File: src/rtl/pipe_adder_pkg.sv
// Shared constants, stage-count helper and stage-register layout for pipe_adder.
package pipe_adder_pkg;

  localparam int unsigned DEF_WIDTH = 16;
  localparam int unsigned DEF_CHUNK = 4;
  // Upper bound on WIDTH; stage registers are sized to this and trimmed by use.
  localparam int unsigned MAX_WIDTH = 64;

  typedef struct packed {
    logic                 valid;
    logic [MAX_WIDTH-1:0] sum;
    logic [MAX_WIDTH-1:0] a;
    logic [MAX_WIDTH-1:0] b;
    logic                 carry;
    logic                 cmsb;
  } stage_t;

  function automatic int unsigned stages_f(input int unsigned width, input int unsigned chunk);
    return width / chunk;
  endfunction

endpackage

File: src/rtl/pipe_adder_if.sv
// Operand/result handshake bundle for pipe_adder; slave is the adder side.
interface pipe_adder_if
  import pipe_adder_pkg::*;
#(
  parameter int unsigned WIDTH = DEF_WIDTH
);

  logic             in_valid;
  logic             in_ready;
  logic [WIDTH-1:0] in0;
  logic [WIDTH-1:0] in1;
  logic             cin;
  logic             sub;
  logic             out_valid;
  logic             out_ready;
  logic [WIDTH-1:0] ou;
  logic             cout;
  logic             ovf;
  logic             zero;

  modport master (
    output in_valid, in0, in1, cin, sub, out_ready,
    input  in_ready, out_valid, ou, cout, ovf, zero
  );

  modport slave (
    input  in_valid, in0, in1, cin, sub, out_ready,
    output in_ready, out_valid, ou, cout, ovf, zero
  );

endinterface

File: src/rtl/pipe_adder_chunk.sv
// Combinational CHUNK-bit ripple slice (adder_chunk) built from Full_adder cells;
// also exposes the carry into the slice MSB for overflow detection.
module Full_adder (
  input  logic a,
  input  logic b,
  input  logic ci,
  output logic s,
  output logic co
);
  assign s  = a ^ b ^ ci;
  assign co = (a & b) | (ci & (a ^ b));
endmodule

module adder_chunk #(
  parameter int unsigned CHUNK = 4
) (
  input  logic [CHUNK-1:0] a,
  input  logic [CHUNK-1:0] b,
  input  logic             ci,
  output logic [CHUNK-1:0] s,
  output logic             co,
  output logic             cmsb
);

  logic [CHUNK:0] c;

  assign c[0] = ci;

  for (genvar i = 0; i < CHUNK; i++) begin : g_fa
    Full_adder u_fa (
      .a  (a[i]),
      .b  (b[i]),
      .ci (c[i]),
      .s  (s[i]),
      .co (c[i+1])
    );
  end

  assign co   = c[CHUNK];
  assign cmsb = c[CHUNK-1];

endmodule

File: src/rtl/pipe_adder.sv
// Pipelined adder/subtractor, one CHUNK-bit carry slice per registered stage.
// Define PIPE_ADDER_FLAGS_EN to build the ovf/zero flag logic.
module pipe_adder
  import pipe_adder_pkg::*;
#(
  parameter int unsigned WIDTH = DEF_WIDTH,
  parameter int unsigned CHUNK = DEF_CHUNK
) (
  input  logic          clk,
  input  logic          reset,
  pipe_adder_if.slave   bus
);

  localparam int unsigned STAGES = stages_f(WIDTH, CHUNK);
  localparam int unsigned LAST   = STAGES - 1;

  if (((WIDTH % CHUNK) != 0) || (WIDTH > MAX_WIDTH)) begin : g_bad_cfg
    $error("pipe_adder: WIDTH must be a multiple of CHUNK and not exceed MAX_WIDTH");
  end

  stage_t           st  [STAGES];
  stage_t           src [STAGES];
  stage_t           nxt [STAGES];
  logic [CHUNK-1:0] s_sl [STAGES];
  logic             co   [STAGES];
  logic             cm   [STAGES];
  logic             advance;
  logic [WIDTH-1:0] res;

  // Stage 0 sees the raw operands with B already conditioned for subtract;
  // later stages see the previous register, carrying skewed operand slices.
  always_comb begin
    src[0]       = '0;
    src[0].valid = bus.in_valid;
    src[0].a     = MAX_WIDTH'(bus.in0);
    src[0].b     = bus.sub ? MAX_WIDTH'(~bus.in1) : MAX_WIDTH'(bus.in1);
    src[0].carry = bus.sub | bus.cin;
    for (int unsigned k = 1; k < STAGES; k++) begin
      src[k] = st[k-1];
    end
  end

  for (genvar k = 0; k < STAGES; k++) begin : g_stage
    adder_chunk #(.CHUNK(CHUNK)) u_chunk (
      .a    (src[k].a[k*CHUNK +: CHUNK]),
      .b    (src[k].b[k*CHUNK +: CHUNK]),
      .ci   (src[k].carry),
      .s    (s_sl[k]),
      .co   (co[k]),
      .cmsb (cm[k])
    );
  end

  always_comb begin
    for (int unsigned k = 0; k < STAGES; k++) begin
      nxt[k]                       = src[k];
      nxt[k].sum[k*CHUNK +: CHUNK] = s_sl[k];
      nxt[k].carry                 = co[k];
`ifdef PIPE_ADDER_FLAGS_EN
      nxt[k].cmsb                  = cm[k];
`else
      nxt[k].cmsb                  = 1'b0;
`endif
    end
  end

  assign advance = bus.out_ready | ~st[LAST].valid;

  always_ff @(posedge clk) begin
    if (reset) begin
      for (int unsigned k = 0; k < STAGES; k++) begin
        st[k] <= '0;
      end
    end else if (advance) begin
      for (int unsigned k = 0; k < STAGES; k++) begin
        st[k] <= nxt[k];
      end
    end
  end

  assign res           = st[LAST].sum[WIDTH-1:0];
  assign bus.in_ready  = advance;
  assign bus.out_valid = st[LAST].valid;
  assign bus.ou        = res;
  assign bus.cout      = st[LAST].carry;

`ifdef PIPE_ADDER_FLAGS_EN
  assign bus.ovf  = st[LAST].carry ^ st[LAST].cmsb;
  // Gated by valid so the all-zero reset state does not report zero.
  assign bus.zero = st[LAST].valid & (res == '0);
`else
  assign bus.ovf  = 1'b0;
  assign bus.zero = 1'b0;
`endif

endmodule
File: src/flat_wrapper.sv
// flat-port wrapper written by rule: the top's interface ports become plain ports
module pipe_adder_flat import pipe_adder_pkg::*;
#(
  parameter int unsigned WIDTH = DEF_WIDTH,
  parameter int unsigned CHUNK = DEF_CHUNK
)
  (clk, reset, bus_in_valid, bus_in0, bus_in1, bus_cin, bus_sub, bus_out_ready, bus_in_ready, bus_out_valid, bus_ou, bus_cout, bus_ovf, bus_zero);
  pipe_adder_if #(.WIDTH(WIDTH)) bus_i ();
  input  logic clk;
  input  logic reset;
  input wire logic [$bits(bus_i.in_valid)-1:0] bus_in_valid;
  input wire logic [$bits(bus_i.in0)-1:0] bus_in0;
  input wire logic [$bits(bus_i.in1)-1:0] bus_in1;
  input wire logic [$bits(bus_i.cin)-1:0] bus_cin;
  input wire logic [$bits(bus_i.sub)-1:0] bus_sub;
  input wire logic [$bits(bus_i.out_ready)-1:0] bus_out_ready;
  output wire logic [$bits(bus_i.in_ready)-1:0] bus_in_ready;
  output wire logic [$bits(bus_i.out_valid)-1:0] bus_out_valid;
  output wire logic [$bits(bus_i.ou)-1:0] bus_ou;
  output wire logic [$bits(bus_i.cout)-1:0] bus_cout;
  output wire logic [$bits(bus_i.ovf)-1:0] bus_ovf;
  output wire logic [$bits(bus_i.zero)-1:0] bus_zero;
  assign bus_i.in_valid = bus_in_valid;
  assign bus_i.in0 = bus_in0;
  assign bus_i.in1 = bus_in1;
  assign bus_i.cin = bus_cin;
  assign bus_i.sub = bus_sub;
  assign bus_i.out_ready = bus_out_ready;
  assign bus_in_ready = bus_i.in_ready;
  assign bus_out_valid = bus_i.out_valid;
  assign bus_ou = bus_i.ou;
  assign bus_cout = bus_i.cout;
  assign bus_ovf = bus_i.ovf;
  assign bus_zero = bus_i.zero;
  pipe_adder #(.WIDTH(WIDTH), .CHUNK(CHUNK)) u_core (.clk(clk), .reset(reset), .bus(bus_i));
endmodule
File: config.mk
export PLATFORM = sky130hd
export DESIGN_NAME = pipe_adder_flat
export DESIGN_NICKNAME = d
export VERILOG_FILES = /design/src/rtl/pipe_adder_pkg.sv /design/src/rtl/pipe_adder_if.sv /design/src/rtl/pipe_adder_chunk.sv /design/src/rtl/pipe_adder.sv /design/src/flat_wrapper.sv
export SDC_FILE = /design/constraint.sdc
export NUM_CORES = 1
export LEC_CHECK = 0
export BUFFER_PORTS_ARGS = -buffer_cell sky130_fd_sc_hd__buf_4
export CORE_UTILIZATION = 62
export CTS_CLUSTER_DIAMETER = 200
export DETAILED_ROUTE_END_ITERATION = 16
export PLACE_DENSITY = 0.85
export SYNTH_ARGS = -nofsm -noshare
export SYNTH_HDL_FRONTEND = slang
export SYNTH_HIERARCHICAL = 1
export SYNTH_SLANG_ARGS = --single-unit
File: constraint.sdc
create_clock -name clk -period 8.15 [get_ports clk]
set_input_delay 1.63 -clock clk [delete_from_list [all_inputs] [get_ports clk]]
set_output_delay 1.63 -clock clk [all_outputs]
set_load 0.1 [all_outputs]
## After elaboration in Yosys (flattened, before gate mapping)

Memory sizes are Yosys's and may differ from the RTL's.
Index checks and enable logic that the tools add are counted.

| storage, ports and cells | value |
|---|---|
| bits in registers | 0 |
| bits in writable memories | 776 |
| input bits | 38 |
| memories kept | 1 |

| cells by class | value |
|---|---|
| mux-type cells | 10 |
| bitwise operators | 88 |

Memories:

| name | depth | bits a word | rd ports | clocked after Yosys merged registers in | wr ports | RTL line | RTL |
|---|---|---|---|---|---|---|---|
| u_core.st | 4 | 194 | 4 | 0 | 4 | pipe_adder.sv:21 | `stage_t st [STAGES];` |

Operators by type and width:

| cell | count |
|---|---|
| $mux 194 | 4 |
| $mux 64 | 1 |
| $not 16->64 | 1 |
| $and 1x1->1 | 32 |
| $xor 1x1->1 | 32 |
| $or 1x1->1 | 22 |
| $mux 1 | 5 |
| $not 1->1 | 1 |

## Depth between registers and ports, before layout

Gate-level depths: netlist of run 1.

| depth | value |
|---|---|
| depth after elaboration | 12 |
| depth in mapped cells | 8 |
| depth with buffers taken out | 6 |

## Cells and area by module

The synthesis of run 1 kept the hierarchy.

Modules (own cells, without submodules):

| module | instances | cells each | area an instance (um2) | sequential area each (um2) |
|---|---|---|---|---|
| pipe_adder | 1 | 239 | 4033.9 | 2882.8 |
| Full_adder | 16 | 1 | 20.0 | 0.0 |

## Worst setup path before layout of run 1

OpenSTA, ideal clock, no wires.

| timing path | value |
|---|---|
| path type | input port to flip-flop |
| from | input reset |
| to | memory u_core/st[0][0] in the netlist's numbering, enable pin |
| library setup time | 471 ps |
| data arrival time | 4255 ps |
| data required time | 7679 ps |
| setup slack | 3424 ps |
| stages on the path | 3 |
| cells stage by stage | buf_2 buf_6 nand2b_1 |

RTL lines:

| what | RTL line | RTL |
|---|---|---|
| start: declaration | flat_wrapper.sv:10 | `input logic reset;` |
| end: declaration | pipe_adder.sv:21 |  |

## Worst setup path in the final report of run 1

| timing path | value |
|---|---|
| from | input bus_out_ready |
| to | output bus_in_ready |

| between the ends | value |
|---|---|
| cells in the longest elaborated chain, start to end | 1 |

Ends and longest elaborated chain:

| what | RTL line | RTL |
|---|---|---|
| start: declaration | flat_wrapper.sv:16 | `input wire logic [$bits(bus_i.out_ready)-1:0] bus_out_ready;` |
| $or 1x1->1 | pipe_adder.sv:67 | `assign advance = bus.out_ready \| ~st[LAST].valid;` |
| end: declaration | flat_wrapper.sv:17 | `output wire logic [$bits(bus_i.in_ready)-1:0] bus_in_ready;` |

Every way passes these cells.

==> run_results.csv, run 1 <==
group,metric,value,unit
sta,slew_headroom,0.186,
yosys,synth_warnings,6,
layout,largest_register_ffs,96,
global_route,overflow,0,
setup_path,cp_max_fo,98,
setup_path,cp-end-kind,"primary output",
global_route,top_usage_layer,"met2",
global_route,use_met1,0.229,
power_and_ir_drop,switchingPower,0.243,mW
placed_design,place_area,4730,µm²
global_route,grt_pass1_wl,9720,µm
drt,drt_first_pass_iters,4,
sta,hold_viol_final,0,
sta,clock_skew,7.07,ps
global_route,use_met3,0.0289,
sta,setup_viol,0,
clock_network,cts_buffer_depth,2,
global_route,grt_pass1_vias,2109,
placed_design,globalplace.congestion,0.655,
floorplan,ios,59,
sta,worst_slew_pin_slew,1220,ps
global_route,grtUsageTotal,0.176,
global_route,grt_max_degree,99,
yosys,syn_inst,255,
power_and_ir_drop,p_int,0.773,mW
flow_run,max_cap_viol_count,0,
yosys,yosysSeqAreaShare,0.662,
outcome,outcome,"finished, final reports clean",
floorplan,die_y,85.8,µm
global_route,grt_antenna_before_repair,0,
setup_path,startpoint_type,"input pin",
layout,area_growth,12.8,%
clock_network,postCtsResizedCells,0,
power_and_ir_drop,switching_share,0.239,
placed_design,io_buffers,56,
layout,fin_util,0.723,
layout,num_antenna_cells,0,
clock_network,clk_pin_slew_worst_paths,80,ps
floorplan,start_util,0.641,
power_and_ir_drop,total_power,1.02,mW
clock_network,root_buffer,"clkbuf_8",
drt,drt_first_iter_violations,152,
clock_network,cts_tree,"yes",
floorplan,coreArea,6790,µm²
drt,post_drt_wl_per_cell,14.8,µm
setup_path,crit_arrival,3060,ps
power_and_ir_drop,pwr-share-clk,0.287,
layout,drive_gt1_frac,0.310,
sta,final.min_clock_period,4690,ps
drt,drt-total-wl,5910,µm
sta,fin_tns_setup,0,ps
power_and_ir_drop,power.static_leakage,1.93,nW
drt,num_vias,2134,
clock_network,worstSkewPairLatency,340,ps
setup_path,path_class,"in2out",
global_route,use_met2,0.288,
floorplan,dieArea,7360,µm²
floorplan,rows,30,
clock_network,clock-sinks,96,
sta,fmax,213,MHz
yosys,ys_seq_elements,96,
drt,via_per_inst,5.35,
power_and_ir_drop,vdd_ir_drop_max,0.000129,V
placed_design,dp_hpwl,3390,µm
yosys,syn_area,4350,µm²
power_and_ir_drop,combPwrFrac,0.129,
floorplan,die_x,85.8,µm
layout,regMostFlops,"u_core/st",
sta,maxSlewViolCount,0,
power_and_ir_drop,powerDensity,207,nW/µm²
sta,period_share,0.575,
yosys,synth_cell_type_count,17,
clock_network,cts_buffers,9,
sta,rsz0062_at_grt,"no",
min_path,min_path_type,"reg2reg",
clock_network,cts_setup_buffers,0,
drt,drtAntennaViolNets,0,
clock_network,cts_hold_buf,0,
layout,fin_nets,352,
power_and_ir_drop,seq_power_share,0.583,
clock_network,htreeDepth,3,
setup_path,required,6520,ps
layout,top_regs,"u_core/st: 96 flops",
layout,stdcell_area,4910,µm²
yosys,avgSynthCellArea,17.1,µm²
drt,drc,0,
## cells in the mapped netlist
cell type | count | area share
buf_2 | 8 | 0.0092
buf_4 | 3 | 0.0052
buf_6 | 9 | 0.023
clkbuf_1 | 6 | 0.0052
conb_1 | 1 | 0.00086
edfxtp_1 | 96 | 0.66
fa_1 | 16 | 0.074
inv_1 | 1 | 0.00086
nand2b_1 | 1 | 0.0014
nor2b_4 | 1 | 0.0032
nor3_1 | 3 | 0.0034
nor3_2 | 9 | 0.021
nor3b_1 | 73 | 0.13
nor3b_2 | 11 | 0.032
or2_2 | 1 | 0.0014
xnor2_1 | 12 | 0.024
xor2_1 | 4 | 0.0080
## final cells by class
cell class | instances | area, µm²
flip-flops and latches | 96 | 2880
repair buffers | 57 | 428
inverters | 1 | 3.75
fillers | 413 | 1880
well taps | 96 | 120
clock inverters | 7 | 61.3
multi-input cells | 133 | 1290
clock buffers | 9 | 124
## cell usage in the layout, fill, tap and decap left out, drive strengths merged, types with 2 or more instances in the layout
cell and n:
buf 57, clkbuf 9, clkinv 5, conb 2, edfxtp 96, fa 16, inv 2, nor3 12
nor3b 84, xnor2 12, xor2 4
## routing by layer
| metal | wire length (µm) | vias to the layer above | share of wire |
|---|---|---|---|
| li1 | - | 1025 | - |
| met1 | 2640 | 1040 | 0.45 |
| met2 | 2950 | 58 | 0.50 |
| met3 | 199 | 11 | 0.034 |
| met4 | 129 | 0 | 0.022 |
| met5 | 0 | - | 0 |
## cell families (layout without fill, tap and decap cells)
family / count (synthesis) / count (layout) / synth area share
adder cells (fa/ha/maj): 16 / 16 / 0.0736
AND/OR/NAND/NOR: 99 / 99 / 0.188
XOR/XNOR: 16 / 16 / 0.0322
flip-flops: 96 / 96 / 0.662
buffers and inverters: 27 / 74 / 0.0437
other: 1 / 2 / 0.000861
## final timing paths
kind	startpoint	endpoint	slack, ps	cells past startpoint
max	bus_out_ready	bus_in_ready	3460	5
min	u_core/st[1][79]	u_core/st[2][79]	570	1
max reg2reg	u_core/st[3][193]	u_core/st[0][78]	5400	3
min reg2reg	u_core/st[1][79]	u_core/st[2][79]	570	1
## worst max-delay path, stage by stage
cell     delay (ps)
buf_4           120
nor2b_4          90
buf_4           800
inv_1            90
buf_4           270
## power groups by stage
stage	Combinational (mW)	Clock, mW	Sequential [mW]
after global routing	0.141	0.318	0.597
after CTS	0.133	0.299	0.593
after detailed placement	0.132	0	0.605
after floorplan	0.0643	0	0.639
after global placement	0.128	0	0.602
final	0.132	0.292	0.593
## stage by stage
stage,setup slack [ps],hold slack [ps],instances
after CTS,3470,580,399
after global placement,3490,546,383
final,3460,570,399
after global routing,3360,591,399
after floorplan,3420,537,256
after detailed placement,3490,559,383
(Power assumes the default switching activity.)
==> run 2, diff against run 1 <==
--- a/config.mk
+++ b/config.mk
@@ -5,11 +5,12 @@
 export SDC_FILE = /design/constraint.sdc
 export NUM_CORES = 1
 export LEC_CHECK = 0
+export ABC_AREA = 1
 export BUFFER_PORTS_ARGS = -buffer_cell sky130_fd_sc_hd__buf_4
-export CORE_UTILIZATION = 62
+export CORE_UTILIZATION = 57
 export CTS_CLUSTER_DIAMETER = 200
 export DETAILED_ROUTE_END_ITERATION = 16
-export PLACE_DENSITY = 0.85
+export PLACE_DENSITY = 0.79
 export SYNTH_ARGS = -nofsm -noshare
 export SYNTH_HDL_FRONTEND = slang
 export SYNTH_HIERARCHICAL = 1
==> constraint.sdc (replaced) <==
create_clock -name clk -period 4.4 [get_ports clk]
set_input_delay 0.88 -clock clk [delete_from_list [all_inputs] [get_ports clk]]
set_output_delay 0.88 -clock clk [all_outputs]
set_load 0.1 [all_outputs]
==> run 2 against run 1 <==
  * Final cell count grew 32%
  * Sequential power grew 87%
  * Combinational power grew 110%
  * Highest routed layer unchanged
==> run_results.csv, run 2 <==
group,metric,value,unit
outcome,outcome,"finished, final reports clean",
global_route,grt_pass1_vias,2201,
layout,nFillCells,502,
global_route,grt_max_degree,50,
yosys,synth-main-ff-cell,"edfxtp_1",
setup_path,required,4500,ps
floorplan,ios,59,
setup_path,cp-end-kind,"flop",
sta,setup_viol,0,
layout,largest_register_ffs,96,
layout,area_growth,16.6,%
placed_design,io_buffers,56,
layout,stdcell_area,5070,µm²
yosys,synth_top_cell_area_share,0.663,
setup_path,cp_cell_sequence,"buf_4 > or2_2 > fa_1 > fa_1 > fa_1 > fa_1 > inv_1 > nor2_2",
setup_path,cp_num_buf_inv,2,
clock_network,cts_buffers,9,
drt,drt_first_pass_iters,4,
global_route,grt_antenna_before_repair,0,
clock_network,clock-sinks,96,
layout,fin_nets,478,
clock_network,cts_tree,"yes",
drt,num_vias,2347,
yosys,synth_edf_count,96,
clock_network,htreeDepth,3,
drt,drt_first_iter_violations,140,
yosys,synth_cell_type_count,15,
setup_path,cp_max_fo,18,
layout,regMostFlops,"u_core/st",
sta,rsz0062_at_grt,"no",
min_path,min_path_type,"reg2reg",
global_route,grtUsageTotal,0.163,
power_and_ir_drop,vdd_ir_drop_max,0.000199,V
setup_path,path_delay_family,"adder cells",
layout,stdcell_count,528,
layout,drive_gt1_frac,0.287,
floorplan,die_x,89.4,µm
floorplan,coreArea,7330,µm²
drt,drt-total-wl,5800,µm
power_and_ir_drop,powerDensity,406,nW/µm²
setup_path,crit_arrival,3110,ps
global_route,overflow,0,
yosys,synth_warnings,6,
sta,period_share,0.684,
setup_path,path_common_cell,"fa_1",
setup_path,reg2reg_from,"u_core/st[1][73]",
yosys,syn_area,4350,µm²
setup_path,cpPeakStageDelay,430,ps
sta,maxSlewViolCount,0,
layout,num_antenna_cells,0,
power_and_ir_drop,power.static_leakage,2.33,nW
min_path,hold_path_depth,2,
clock_network,clk_pin_slew_worst_paths,90,ps
yosys,syn_inst,367,
placed_design,dpl.cell_count,512,
yosys,yosys.area.top_type,"edfxtp_1",
drt,drtAntennaViolNets,0,
yosys,ys_seq_elements,96,
floorplan,rows,31,
yosys,synth_area_leaders,"edfxtp_1, inv_1, fa_1",
placed_design,dp_hpwl,3900,µm
sta,hold_ws,553,ps
drt,drc,0,
yosys,netlist_top_cells_count,"edfxtp_1, inv_1, nor2_1, nor2_2, nand2_1",
drt,post_drt_wl_per_cell,11.0,µm
sta,fmax,333,MHz
flow_run,max_cap_viol_count,0,
setup_path,startpoint_type,"input pin",
sta,fin_tns_setup,0,ps
sta,slew_headroom,0.567,
placed_design,globalplace.congestion,0.716,
sta,clock_skew,7.51,ps
clock_network,worstSkewPairLatency,360,ps
floorplan,dieArea,7980,µm²
setup_path,reg2reg_depth,6,
sta,final.min_clock_period,3010,ps
drt,via_per_inst,4.45,
clock_network,root_buffer,"clkbuf_8",
setup_path,r2r_setup_slack,1910,ps
yosys,async_flop_share,0,
setup_path,critical_path.startpoint,"bus_sub",
layout,seq_area,2880,µm²
layout,final_cell_mix,"inv_1, edfxtp_1, buf_4",
clock_network,cts_hold_buf,0,
layout,multi_input_area,1000,µm²
setup_path,crit_slowest_cell,"fa_1",
yosys,avgSynthCellArea,11.9,µm²
yosys,yosysSeqAreaShare,0.663,
min_path,holdCritStartpoint,"u_core/st[0][13]",
sta,worst_slew_pin_slew,650,ps
floorplan,start_util,0.593,
floorplan,die_y,89.4,µm
placed_design,place_area,4830,µm²
sta,hold_viol_final,0,
clock_network,cts_buffer_depth,2,
layout,fin_util,0.692,
clock_network,cts_setup_buffers,0,
setup_path,worstSetupPathDepth,8,
layout,top_regs,"u_core/st: 96 flops",
setup_path,path_class,"in2reg",
global_route,grt_pass1_wl,9250,µm
clock_network,postCtsResizedCells,0,
==> run 2: worst register-to-register path, delay by kind of cell (launching register included) <==
| family | cells | cell delay, ps |
|---|---|---|
| adder cells (fa/ha/maj) | 4 | 1730 |
| flip-flops | 1 | 420 |
| buffers and inverters | 1 | 80 |
| AND/OR/NAND/NOR | 1 | 40 |
==> run 2: report_power, final <==
| group | switching (mW) | internal [mW] |
|---|---|---|
| combinational | 0.190 | 0.0890 |
| clock | 0.296 | 0.378 |
| sequential | 0.0238 | 1.08 |
==> run 2: worst paths after layout <==
check / to
worst max-delay path: u_core/st[0][132]
worst min-delay path: u_core/st[1][13]
worst max register to register: u_core/st[2][140]
worst min register to register: u_core/st[1][13]
==> run 2: routing by layer <==
metal | share of wire | vias to the layer above | global-route usage
met1 | 0.39 | 1086 | 0.175
li1 | - | 1202 | -
met2 | 0.55 | 51 | 0.287
met4 | 0.015 | 0 | 0.104
met3 | 0.047 | 8 | 0.0425
met5 | 0 | - | 0
==> run 2: layout make-up <==
class	instances	area share
multi-input combinational	158	0.197
clock buffer	9	0.0244
clock inverter	7	0.0234
sequential	96	0.568
timing repair buffer	60	0.0888
tap	99	0.0244
inverter	99	0.0733
==> run 2: cells by family after synthesis <==
group         synth area share
flops                    0.663
buf+inv                  0.112
fa+ha+maj               0.0736
other cells           0.000862
xor+xnor               0.00805
simple gates             0.142
==> run 2: through the flow <==
step | power [mW] | setup WS (ps)
6_report | 2.06 | 1390
5_1_grt | 2.14 | 1310
4_1_cts | 2.08 | 1410
3_5_place_dp | 1.41 | 1020
3_3_place_gp | 1.39 | 1060
2_1_floorplan | 1.34 | 1110
